--- src/rtl/leds_pwm_ctrl.sv ---
// leds_pwm_ctrl: memory-mapped LED peripheral with per-LED on/off, optional
// blink and a shared PWM brightness. Four bus registers, all readable:
//   0 DATA      - static on/off per LED
//   1 BLINKMASK - LEDs whose output is gated by the blink phase
//   2 DUTY      - PWM on-time in counter ticks; all ones means fully on
//   3 PERIOD    - blink half-period in PWM frames; 0 disables blinking
// Stage p0 is the counter/register state, stage p1 the registered LED drive.
module leds_pwm_ctrl #(
    parameter int NUM_LEDS   = 16,
    parameter int PWM_BITS   = 8,
    parameter int BLINK_BITS = 16
) (
    input  logic                clk_i,
    input  logic                reset_ni,
    input  logic                we_led_i,
    input  logic [1:0]          addr_led_i,
    input  logic [31:0]         dato_led_i,
    output logic [31:0]         dato_led_o,
    output logic [NUM_LEDS-1:0] leds_o
);

    localparam logic [1:0] ADDR_DATA   = 2'd0;
    localparam logic [1:0] ADDR_BMASK  = 2'd1;
    localparam logic [1:0] ADDR_DUTY   = 2'd2;
    localparam logic [1:0] ADDR_PERIOD = 2'd3;

    localparam logic [PWM_BITS-1:0]   DUTY_FULL = '1;
    localparam logic [PWM_BITS-1:0]   PWM_ONE   = PWM_BITS'(1);
    localparam logic [BLINK_BITS-1:0] BLINK_ONE = BLINK_BITS'(1);

    // Full duty bypasses the compare so the LED never drops for the
    // single cycle where the counter equals all ones.
    function automatic logic pwm_gate(input logic [PWM_BITS-1:0] cnt,
                                      input logic [PWM_BITS-1:0] duty);
        pwm_gate = (cnt < duty) || (duty == DUTY_FULL);
    endfunction

    // Per-LED blink gate: masked LEDs follow the phase, others pass.
    function automatic logic [NUM_LEDS-1:0] blink_gate(input logic [NUM_LEDS-1:0] mask,
                                                       input logic                phase);
        blink_gate = ~mask | {NUM_LEDS{phase}};
    endfunction

    // ---------------- stage p0: bus registers and counters ----------------
    logic [NUM_LEDS-1:0]   data_q;
    logic [NUM_LEDS-1:0]   blink_mask_q;
    logic [PWM_BITS-1:0]   duty_q;
    logic [BLINK_BITS-1:0] period_q;
    logic [PWM_BITS-1:0]   pwm_cnt_q;
    logic [BLINK_BITS-1:0] blink_cnt_q;
    logic                  blink_phase_q;

    logic wr_data;
    logic wr_bmask;
    logic wr_duty;
    logic wr_period;
    logic frame_tick_p0;
    logic pwm_on_p0;
    logic blink_wrap_p0;

    // Upper write-data bits are deliberately discarded by every register.
    logic unused_din;
    assign unused_din = ^dato_led_i;

    assign wr_data   = we_led_i && (addr_led_i == ADDR_DATA);
    assign wr_bmask  = we_led_i && (addr_led_i == ADDR_BMASK);
    assign wr_duty   = we_led_i && (addr_led_i == ADDR_DUTY);
    assign wr_period = we_led_i && (addr_led_i == ADDR_PERIOD);

    assign frame_tick_p0 = (pwm_cnt_q == '1);
    assign pwm_on_p0     = pwm_gate(pwm_cnt_q, duty_q);
    // Compare before increment, so the counter never exceeds period-1.
    assign blink_wrap_p0 = (blink_cnt_q == period_q - BLINK_ONE);

    // Bus-writable registers; reset leaves LEDs off at full brightness, no blink.
    always_ff @(posedge clk_i or negedge reset_ni) begin
        if (!reset_ni) begin
            data_q       <= '0;
            blink_mask_q <= '0;
            duty_q       <= DUTY_FULL;
            period_q     <= '0;
        end else begin
            if (wr_data) begin
                data_q <= dato_led_i[NUM_LEDS-1:0];
            end
            if (wr_bmask) begin
                blink_mask_q <= dato_led_i[NUM_LEDS-1:0];
            end
            if (wr_duty) begin
                duty_q <= dato_led_i[PWM_BITS-1:0];
            end
            if (wr_period) begin
                period_q <= dato_led_i[BLINK_BITS-1:0];
            end
        end
    end

    // Free-running PWM counter; one frame is 2^PWM_BITS cycles.
    always_ff @(posedge clk_i or negedge reset_ni) begin
        if (!reset_ni) begin
            pwm_cnt_q <= '0;
        end else begin
            pwm_cnt_q <= pwm_cnt_q + PWM_ONE;
        end
    end

    // Blink timebase counted in frames. A PERIOD write restarts the
    // half-period with the phase on, overriding a coincident frame tick.
    always_ff @(posedge clk_i or negedge reset_ni) begin
        if (!reset_ni) begin
            blink_cnt_q   <= '0;
            blink_phase_q <= 1'b1;
        end else if (wr_period || (period_q == '0)) begin
            blink_cnt_q   <= '0;
            blink_phase_q <= 1'b1;
        end else if (frame_tick_p0) begin
            if (blink_wrap_p0) begin
                blink_cnt_q   <= '0;
                blink_phase_q <= ~blink_phase_q;
            end else begin
                blink_cnt_q <= blink_cnt_q + BLINK_ONE;
            end
        end
    end

    // Combinational readback of the addressed register, zero-extended.
    always_comb begin
        dato_led_o = '0;
        case (addr_led_i)
            ADDR_DATA:   dato_led_o[NUM_LEDS-1:0]   = data_q;
            ADDR_BMASK:  dato_led_o[NUM_LEDS-1:0]   = blink_mask_q;
            ADDR_DUTY:   dato_led_o[PWM_BITS-1:0]   = duty_q;
            default:     dato_led_o[BLINK_BITS-1:0] = period_q;
        endcase
    end

    // ---------------- stage p1: registered LED drive ----------------
    logic [NUM_LEDS-1:0] leds_p1;

    // Combine static enable, PWM and blink into the registered output.
    always_ff @(posedge clk_i or negedge reset_ni) begin
        if (!reset_ni) begin
            leds_p1 <= '0;
        end else begin
            leds_p1 <= data_q & {NUM_LEDS{pwm_on_p0}} & blink_gate(blink_mask_q, blink_phase_q);
        end
    end

    assign leds_o = leds_p1;

endmodule
--- config.mk ---
export PLATFORM = sky130hd
export DESIGN_NAME = leds_pwm_ctrl
export DESIGN_NICKNAME = d
export VERILOG_FILES = /design/src/rtl/leds_pwm_ctrl.sv
export SDC_FILE = /design/constraint.sdc
export NUM_CORES = 1
export LEC_CHECK = 0
export CORE_UTILIZATION = 54
export CTS_CLUSTER_DIAMETER = 30
export DETAILED_ROUTE_END_ITERATION = 8
export GPL_TIMING_DRIVEN = 1
export PLACE_DENSITY = 0.81
export SLEW_MARGIN = 25
export SYNTH_ARGS = -nofsm -noshare
export SYNTH_HDL_FRONTEND = slang
export SYNTH_SLANG_ARGS = --single-unit
--- constraint.sdc ---
create_clock -name clk_i -period 2.8 [get_ports clk_i]
set_input_delay 0.56 -clock clk_i [delete_from_list [all_inputs] [get_ports clk_i]]
set_output_delay 0.56 -clock clk_i [all_outputs]
set_load 0.005 [all_outputs]
==> results of run 1 <==
Yosys cell counts (9+ instances only):
library cell  number  area share (%)
nor2_1            39             2.9
dfrtp_1           88              43
buf_4             16             2.4
ha_1              10             2.5
mux2i_1           11             2.2
nand3_1           28             2.7
nand2_1           26             1.9
xor2_1            22             3.8
xnor2_1           17             2.9
nand2b_1          17             2.1
clkbuf_1          10            0.74
inv_1             14             1.0
o21ai_0           17             1.7
dfstp_2            9             4.6
mux2_2            56              12
per-layer routing:
metal	share of wire, %	global-route usage (%)	wire, µm
met1	44	31.7	4840
met2	51	42.1	5610
met3	4.2	3.23	468
met4	1.5	9.84	167
met5	0	0	0
power breakdown:
| group | switching [mW] | internal [mW] | leakage [nW] |
|---|---|---|---|
| registers | 0.179 | 1.63 | 1.18 |
| clock network | 0.528 | 0.368 | 0.100 |
| logic | 0.357 | 0.533 | 1.43 |
logic make-up (layout without fill, tap and decap cells):
kind of cell / after synthesis / count (layout) / synth area share, %
buf+inv: 45 / 110 / 4.53
xor+xnor: 39 / 39 / 6.69
flops: 97 / 97 / 47.8
mux: 75 / 75 / 18.0
simple gates: 154 / 154 / 16.2
fa+ha+maj: 10 / 10 / 2.45
other cells: 1 / 16 / 0.0734
compound gates: 35 / 35 / 4.21
what timing repair did:
item	in CTS	in global routing
endpoints found under the setup margin	8	16
buffers inserted	0	1
pin swaps	0	1
resized for setup	1	1
cell type report:
| cell class | count | area (µm²) | share of cell area, % |
|---|---|---|---|
| Inverter | 14 | 52.6 | 0.861 |
| Sequential cell | 97 | 2440 | 40.0 |
| Timing Repair Buffer | 80 | 777 | 12.7 |
| Multi-Input combinational cell | 329 | 2500 | 41.0 |
| Clock inverter | 6 | 55.1 | 0.902 |
| Clock buffer | 10 | 138 | 2.26 |
| Tap cell | 111 | 139 | 2.28 |
worst max path at each step:
| stage | slack, ns | cells after the start | start | endpoint |
|---|---|---|---|---|
| floorplan | 0.20 | 3 | addr_led_i[0] | dato_led_o[2] |
| global placement | -0.01 | 4 | addr_led_i[0] | dato_led_o[7] |
| detailed placement | -0.02 | 4 | addr_led_i[0] | dato_led_o[6] |
| CTS | 0.13 | 6 | addr_led_i[1] | dato_led_o[11] |
| global route | 0.03 | 10 | period_q[0] | blink_cnt_q[0] |
| finish | 0.13 | 6 | addr_led_i[1] | dato_led_o[11] |
registers in the layout, summed over array words and instances, names as in the netlist:
signal         flops
duty_q             8
period_q          16
blink_phase_q      1
blink_mask_q      16
blink_cnt_q       16
data_q            16
leds_o            16
pwm_cnt_q          8
per-stage QoR:
step | area, µm² | cells
after floorplan | 5160 | 471
after global placement | 5900 | 630
after detailed placement | 5900 | 630
after CTS | 6090 | 646
after global routing | 6100 | 647
final | 6100 | 647
critical path: stages:
cell,delay (ns)
clkdlybuf4s50_1,0.51
and2_1,0.18
buf_12,0.13
nand2_1,0.06
o21ai_0,0.10
clkdlybuf4s50_1,0.56
==> metrics, run 1 <==
DR pass1 iterations 7; Pwr Density 589 nW/µm²; vias in the first global route 3814; Post-synth top flop dfrtp_1; Post-synth EDFFs 0; largest net degree at the start of global routing 42; Core ar. 9200 µm²; I/O Buffers 52; Leakage 2.71 nW; RSZ-0062 raised after global routing no; Num CTS Buffers 9; Die Span Y 99.2 µm; starting density of the core 55.5%; share of cells above drive strength 1 24.3%; final hold violations 0; synthesized cell area 5110 µm²; WS Path Type in2out; layout net count 578; Peak VDD IR 284 µV; Fill cells 668; Placer Congestion 0.877; pre-CTS setup slack -0.0169 ns; CTS tree yes; overall die area 9850 µm²; measured slew at the worst slew-check pin 0.530 ns; drt via density 5.65; Wirelength per Cell 17.1 µm; Syn-to-layout area delta 19.5%; Synth Register Bits 97; Hold WS 0.151 ns; Period minus WS final 2.67 ns; R2R Setup Slk 0.20 ns; first-pass GRT wire length 18700 µm; Root Buffer clkbuf_8; Die Span X 99.2 µm; # rows 35; Post-Syn Instances 456; failing checks DRC; Reg2Reg Capture Point blink_cnt_q[0]; worst clock skew 0.0126 ns; GRT Total Usage 24.6%; Crit Path Max Fanout 9; most frequent cells in the layout 88 x dfrtp_1, 56 x mux2_2, 50 x clkdlybuf4s50_1; drt total wl 11100 µm; Arr. time, crit path 2.11 ns; Iter 0 DRT Violations 194; Worst setup SP type primary input; diode count 0; I/O pin total 85; status finished, violations left; final worst slack 0.128 ns; Post-synth ARST share 100%; Post-CTS Hold Fix Bufs 0; clock-pin slew on the worst setup and hold paths 0.10 ns; Req. time, crit path 2.24 ns; sequential area share after synthesis 47.8%; Post-Syn Area per Cell 11.2 µm²; worst r2r src period_q[0]; clock tree buffer depth 2; Distinct cells, synth 53; DPL Wire Length 8060 µm; DRT antenna net count 0; final setup violating endpoints 0; max_cap viols 0; Rel. slew slack 64.6%; H-tree Lvls 3; commonest non-fill, non-tap cell in the layout dfrtp_1; fin util 66.4%; Sink Count 97; final period utilization 95.4%; HP Class in2async; Crit. End Element output pin; setup TNS 0 ns; YS warnings 0; initial antenna violation count 0; vias 3654; Clock Latency Late Sink 0.37 ns; r2r worst-path depth 9; max-slew violations 0; Overflow after GRT 0; DRC violations left 2; Power Total 3.59 mW; Max Clk Rate 374 MHz
(Power assumes the default switching activity.)
==> run 2: changes to the inputs <==
- PLACE_DENSITY: 0.81 -> 0.9
==> run 2 against run 1 <==
  * The run now ends clean
  * Worst setup slack lost 0.075 ns
  * Cell area rose by 0.80%
  * Die area unchanged
  * Combinational power grew 4.9%
  * Sequential power barely moved
  * Clock-buffer cell count unchanged
  * Largest power group unchanged
==> metrics, run 2 (synthesis results as in run 1) <==
status complete, no violations; Overflow after GRT 0 (unchanged); Wirelength per Cell 19.7 µm (+15%); clock tree buffer depth 2 (unchanged); Pwr Density 598 nW/µm² (+1.6%); vias in the first global route 4202 (+10%); diode count 0 (unchanged); Core ar. 9200 µm² (unchanged); Final Cell Area 6150 µm² (+0.80%); most frequent cells in the layout 88 x dfrtp_1, 56 x mux2_2, 50 x clkdlybuf4s50_1; final hold violations 0 (unchanged); postcts setup bufs 0 (unchanged); DRT antenna net count 0 (unchanged); DPL Wire Length 8420 µm (+4.6%); Peak VDD IR 299 µV (+5.3%); Crit Path Max Fanout 18 (+9); Clock Latency Late Sink 0.37 ns (about the same); Syn-to-layout area delta 20.5%; vias 3931 (+7.6%); Max Clk Rate 364 MHz (-2.7%); DP Area 5880 µm² (-0.25%); Fill cells 580 (-13%); Arr. time, crit path 2.19 ns (+0.08 ns); WS Path Type in2out; final period utilization 98.1% (+2.7 points); GRT Total Usage 27.1% (+2.6 points); Die Span X 99.2 µm (unchanged); CTS tree yes; r2r worst-path depth 9 (unchanged); Crit. End Element output pin; # rows 35 (unchanged); max_cap viols 0 (unchanged); R2R Setup Slk 0.07 ns (-0.13 ns); max-slew violations 0 (unchanged); Rel. slew slack 65.9% (+1.2 points); worst r2r src period_q[5]; initial antenna violation count 0 (unchanged); Root Buffer clkbuf_8; overall die area 9850 µm² (unchanged); DR pass1 iterations 7 (unchanged); H-tree Lvls 3 (unchanged); final setup violating endpoints 0 (unchanged); I/O Buffers 52 (unchanged); pre-CTS setup slack -0.0449 ns (-0.0281 ns); Req. time, crit path 2.24 ns (about the same); HP Class in2async; Reg2Reg Capture Point blink_cnt_q[0]; layout net count 576 (-0.35%); first-pass GRT wire length 20700 µm (+10%); worst clock skew 0.0155 ns (+0.00289 ns); Sink Count 97 (unchanged); fin util 66.9% (+0.53 points); Die Span Y 99.2 µm (unchanged); DRC violations left 0 (-2); Placer Congestion 0.851 (-3.0%); final worst slack 0.0524 ns (-0.0754 ns); clock-pin slew on the worst setup and hold paths 0.11 ns (about the same); Leakage 2.72 nW (+0.38%); Num CTS Buffers 9 (unchanged); Worst setup SP type primary input; I/O pin total 85 (unchanged); Iter 0 DRT Violations 210 (+8.2%); Period minus WS final 2.75 ns (+0.0754 ns); drt total wl 12700 µm (+14%); drt via density 6.09 (+7.9%); starting density of the core 55.5% (unchanged); commonest non-fill, non-tap cell in the layout dfrtp_1; share of cells above drive strength 1 24.3% (+0.091 points); largest net degree at the start of global routing 59 (+40%); measured slew at the worst slew-check pin 0.512 ns (-0.0185 ns)
-- run 2: worst max path at each step --
stage / from / endpoint / slack [ns]
6_report: addr_led_i[1] / dato_led_o[0] / 0.05
5_1_grt: period_q[0] / blink_cnt_q[0] / -0.06
4_1_cts: addr_led_i[1] / dato_led_o[1] / 0.05
3_5_place_dp: addr_led_i[0] / dato_led_o[7] / -0.04
3_3_place_gp: addr_led_i[0] / dato_led_o[7] / -0.01
2_1_floorplan: addr_led_i[0] / dato_led_o[2] / 0.20
-- run 2: power breakdown --
part / switching, mW / leakage [nW] / internal (mW)
Sequential: 0.204 / 1.18 / 1.63
Clock: 0.540 / 0.102 / 0.372
Combinational: 0.394 / 1.44 / 0.541
Total: 1.14 / 2.72 / 2.54
-- run 2: stage by stage --
| step | hold WS [ns] | setup TNS (ns) | instances | total power, mW |
|---|---|---|---|---|
| floorplan | 0.264 | 0 | 471 | 2.27 |
| global placement | 0.471 | -0.0111 | 628 | 2.67 |
| detailed placement | 0.486 | -0.180 | 628 | 2.74 |
| CTS | 0.162 | 0 | 645 | 3.65 |
| global route | 0.179 | -0.0623 | 645 | 3.85 |
| finish | 0.142 | 0 | 645 | 3.68 |
-- run 2: critical path, cell delays in order --
cell and delay, ns:
clkdlybuf4s50_1 0.52, buf_4 0.28, mux4_2 0.35, clkdlybuf4s50_1 0.46
-- run 2: routing by layer --
layer  vias to the layer above  GRT usage [%]  share of wire [%]
met5                         -              0                  0
met4                         0           16.3                5.3
met3                        69           3.94                5.7
met2                       176           47.8                 51
met1                      1975           31.5                 38
li1                       1711              -                  -
-- run 2: timing repair --
action	in CTS	in global routing
gates resized for setup	5	6
hold buffers	0	0
gates cloned	1	0
endpoints found under the setup margin	8	17
-- run 2: cell type report --
| class | instances | area [µm²] | area share [%] |
|---|---|---|---|
| clock inverter | 6 | 57.6 | 0.936 |
| clock buffer | 10 | 138 | 2.24 |
| timing repair buffer | 78 | 791 | 12.9 |
| multi-input combinational | 329 | 2530 | 41.2 |
| tap | 111 | 139 | 2.26 |
| sequential | 97 | 2440 | 39.6 |
| inverter | 14 | 52.6 | 0.854 |
==> run 3: changes to the inputs <==
- ABC_AREA: default -> 1
- CTS_CLUSTER_DIAMETER: 30 -> 100
- PLACE_DENSITY: 0.9 -> 0.89
==> run 3 against run 2 <==
  * First-iteration DRC count rose by 57%
  * Die area rose by 4.6%
  * Sequential share of layout area fell by 0.30 points
  * Highest routed layer unchanged
  * Clock power barely moved
  * Cell count rose by 33%
  * Combinational power rose by 6.0%
  * Synthesized cell count rose by 46%
  * Worst hold slack got worse by 0.0081 ns
  * Largest power group unchanged
  * Clock-buffer cell count did not move
  * Largest cell class is now flip-flops and latches
  * Critical path depth rose by 1
  * Clock skew fell by 0.0095 ns
==> metrics, run 3 <==
status complete, no violations; vias 4610 (+17%); DR pass1 iterations 5 (-2); PostCTS Resize Cnt 4 (-1); layout net count 771 (+34%); DRC violations left 0 (unchanged); Max Clk Rate 360 MHz (-1.0%); post-synth top area share 41.2% (-1.9 points); H-tree Lvls 3 (unchanged); Iter 0 DRT Violations 329 (+57%); cell with the most instances after synthesis nand2_1; synthesized cell area 5350 µm² (+4.7%); max_cap viols 0 (unchanged); most frequent cells in the layout 175 x nand2_1, 88 x inv_1, 88 x dfrtp_1; post-route insts no fill 858 (+33%); drt via density 5.37 (-12%); Post-Syn Area per Cell 8.02 µm² (-28%); GRT Total Usage 25.8% (-1.3 points); synth top area cells dfrtp_1 41%, nand2_1 12%, o21ai_0 7.6%; first-pass GRT wire length 20500 µm (-0.97%); Distinct cells, synth 39 (-26%); Overflow after GRT 0 (unchanged); Post-synth ARST share 100% (unchanged); Pwr Density 602 nW/µm² (+0.62%); largest net degree at the start of global routing 58 (-1.7%); Placer Congestion 0.919 (+8.0%); YS warnings 0 (unchanged); Die Span Y 102 µm (+2.3%); r2r worst-path depth 14 (+5); Crit Path Max Fanout 4 (-14); Core ar. 9420 µm² (+2.4%); Reg2Reg Capture Point blink_cnt_q[11]; Die Span X 102 µm (+2.3%); RSZ-0062 raised after global routing yes; Syn-to-layout area delta 15.9%; final hold violations 0 (unchanged); worst r2r src period_q[0]; DPL Wire Length 8880 µm (+5.5%); initial antenna violation count 0 (unchanged); Power Total 3.73 mW (+1.4%); Fill cells 732 (+26%); Worst setup SP type primary input; CTS tree yes; Worst path slowest cell clkdlybuf4s50_1; Clock Latency Late Sink 0.38 ns (about the same); final setup violating endpoints 0 (unchanged); Crit path top cell by count clkdlybuf4s50_1; overall die area 10300 µm² (+4.6%); Req. time, crit path 2.24 ns (about the same); Synth Register Bits 97 (unchanged); postcts setup bufs 0 (unchanged); # rows 35 (unchanged); Period minus WS final 2.78 ns (+0.0286 ns); Post-CTS Hold Fix Bufs 0 (unchanged); share of cells above drive strength 1 9.88% (-14 points); DRT antenna net count 0 (unchanged); worst setup path endpoint dato_led_o[6]; sequential area share after synthesis 45.6% (-2.2 points); Multi-input gate area 2400 µm² (-5.4%); commonest non-fill, non-tap cell in the layout nand2_1; diode count 0 (unchanged); clock tree buffer depth 2 (unchanged); Max stage delay on crit path 0.55 ns (+0.03 ns); I/O Buffers 52 (unchanged); Sequential Area 2440 µm² (unchanged); final period utilization 99.2% (+1.0 points); Post-synth top flop dfrtp_1; Root Buffer clkbuf_8; WS Path Type in2out; Sink Count 97 (unchanged); drt total wl 12200 µm (-3.9%); Critical path origin addr_led_i[1]; DP Cell Count 842 (+34%); vias in the first global route 4451 (+5.9%); Wirelength per Cell 14.2 µm (-28%); measured slew at the worst slew-check pin 0.522 ns (+0.0102 ns); Rel. slew slack 65.2% (-0.68 points); Hold WS 0.134 ns (-0.00813 ns); Leakage 3.09 nW (+13%); worst clock skew 0.00600 ns (-0.00949 ns); starting density of the core 56.8% (+1.3 points); HP Class in2async; I/O pin total 85 (unchanged); top cells by count, synth 175 x nand2_1, 89 x inv_1, 88 x dfrtp_1, 81 x o21ai_0, 44 x nor2_1; worst-path cell chain clkdlybuf4s50_1, nand2_1, buf_4, o2111ai_1, clkdlybuf4s50_1; Peak VDD IR 375 µV (+25%); clock-pin slew on the worst setup and hold paths 0.10 ns (about the same); Post-Syn Instances 667 (+46%); cell taking the most area after synthesis dfrtp_1; Crit. End Element output pin; fin util 65.8% (-1.1 points); Arr. time, crit path 2.22 ns (+0.03 ns); R2R Setup Slk 0.41 ns (+0.34 ns); Post-synth EDFFs 0 (unchanged); max-slew violations 0 (unchanged); Num CTS Buffers 9 (unchanged)
## run 3: metrics by stage
step / area [µm²] / TNS [ns] / worst slack (ns)
finish: 6200 / 0 / 0.0238
global route: 6200 / -0.109 / -0.0378
CTS: 6180 / 0 / 0.00970
detailed placement: 5990 / -0.205 / -0.0777
global placement: 5990 / -0.116 / -0.0591
floorplan: 5400 / 0 / 0.857
## run 3: worst min-delay path by stage
| stage | from | end | slack [ns] | cells past startpoint |
|---|---|---|---|---|
| after floorplan | reset_ni | blink_cnt_q[0] | 0.26 | 0 |
| after global placement | pwm_cnt_q[0] | pwm_cnt_q[0] | 0.46 | 1 |
| after detailed placement | pwm_cnt_q[0] | pwm_cnt_q[0] | 0.47 | 1 |
| after CTS | reset_ni | blink_mask_q[13] | 0.15 | 1 |
| after global routing | reset_ni | leds_o[13] | 0.17 | 1 |
| final | reset_ni | blink_mask_q[13] | 0.13 | 1 |
## run 3: worst max-delay path: cells and delay by family
family / cells / cell delay (ns)
buf+inv: 3 / 1.25
compound gates: 1 / 0.24
simple gates: 1 / 0.15
## run 3: metal layers
metal,routed length (µm),share of wire (%),track usage [%]
met5,0,0,0
met4,222,1.8,10.0
met3,817,6.7,4.76
met2,6220,51,44.2
met1,4920,40,32.4
## run 3: report_power, final
part	switching [mW]	total (mW)	internal, mW
Clock	0.546	0.915	0.369
Sequential	0.203	1.82	1.62
Combinational	0.552	0.991	0.439
Total	1.30	3.73	2.43
## run 3: kinds of logic after synthesis
| family | synth area share (%) |
|---|---|
| and+or+nand+nor | 23.7 |
| xor gates and xnor gates | 4.59 |
| AOI/OAI and AO/OA | 13.0 |
| other | 0.0701 |
| buffers and inverters | 10.7 |
| DFF | 45.6 |
| adders and majority gates | 2.34 |
## run 3: final cells by class
| cell class | instances | area share, % |
|---|---|---|
| Sequential cell | 97 | 39.3 |
| Multi-Input combinational cell | 458 | 38.7 |
| Timing Repair Buffer | 66 | 10.7 |
| Inverter | 92 | 5.57 |
| Tap cell | 129 | 2.60 |
| Clock buffer | 10 | 2.22 |
| Clock inverter | 6 | 0.929 |
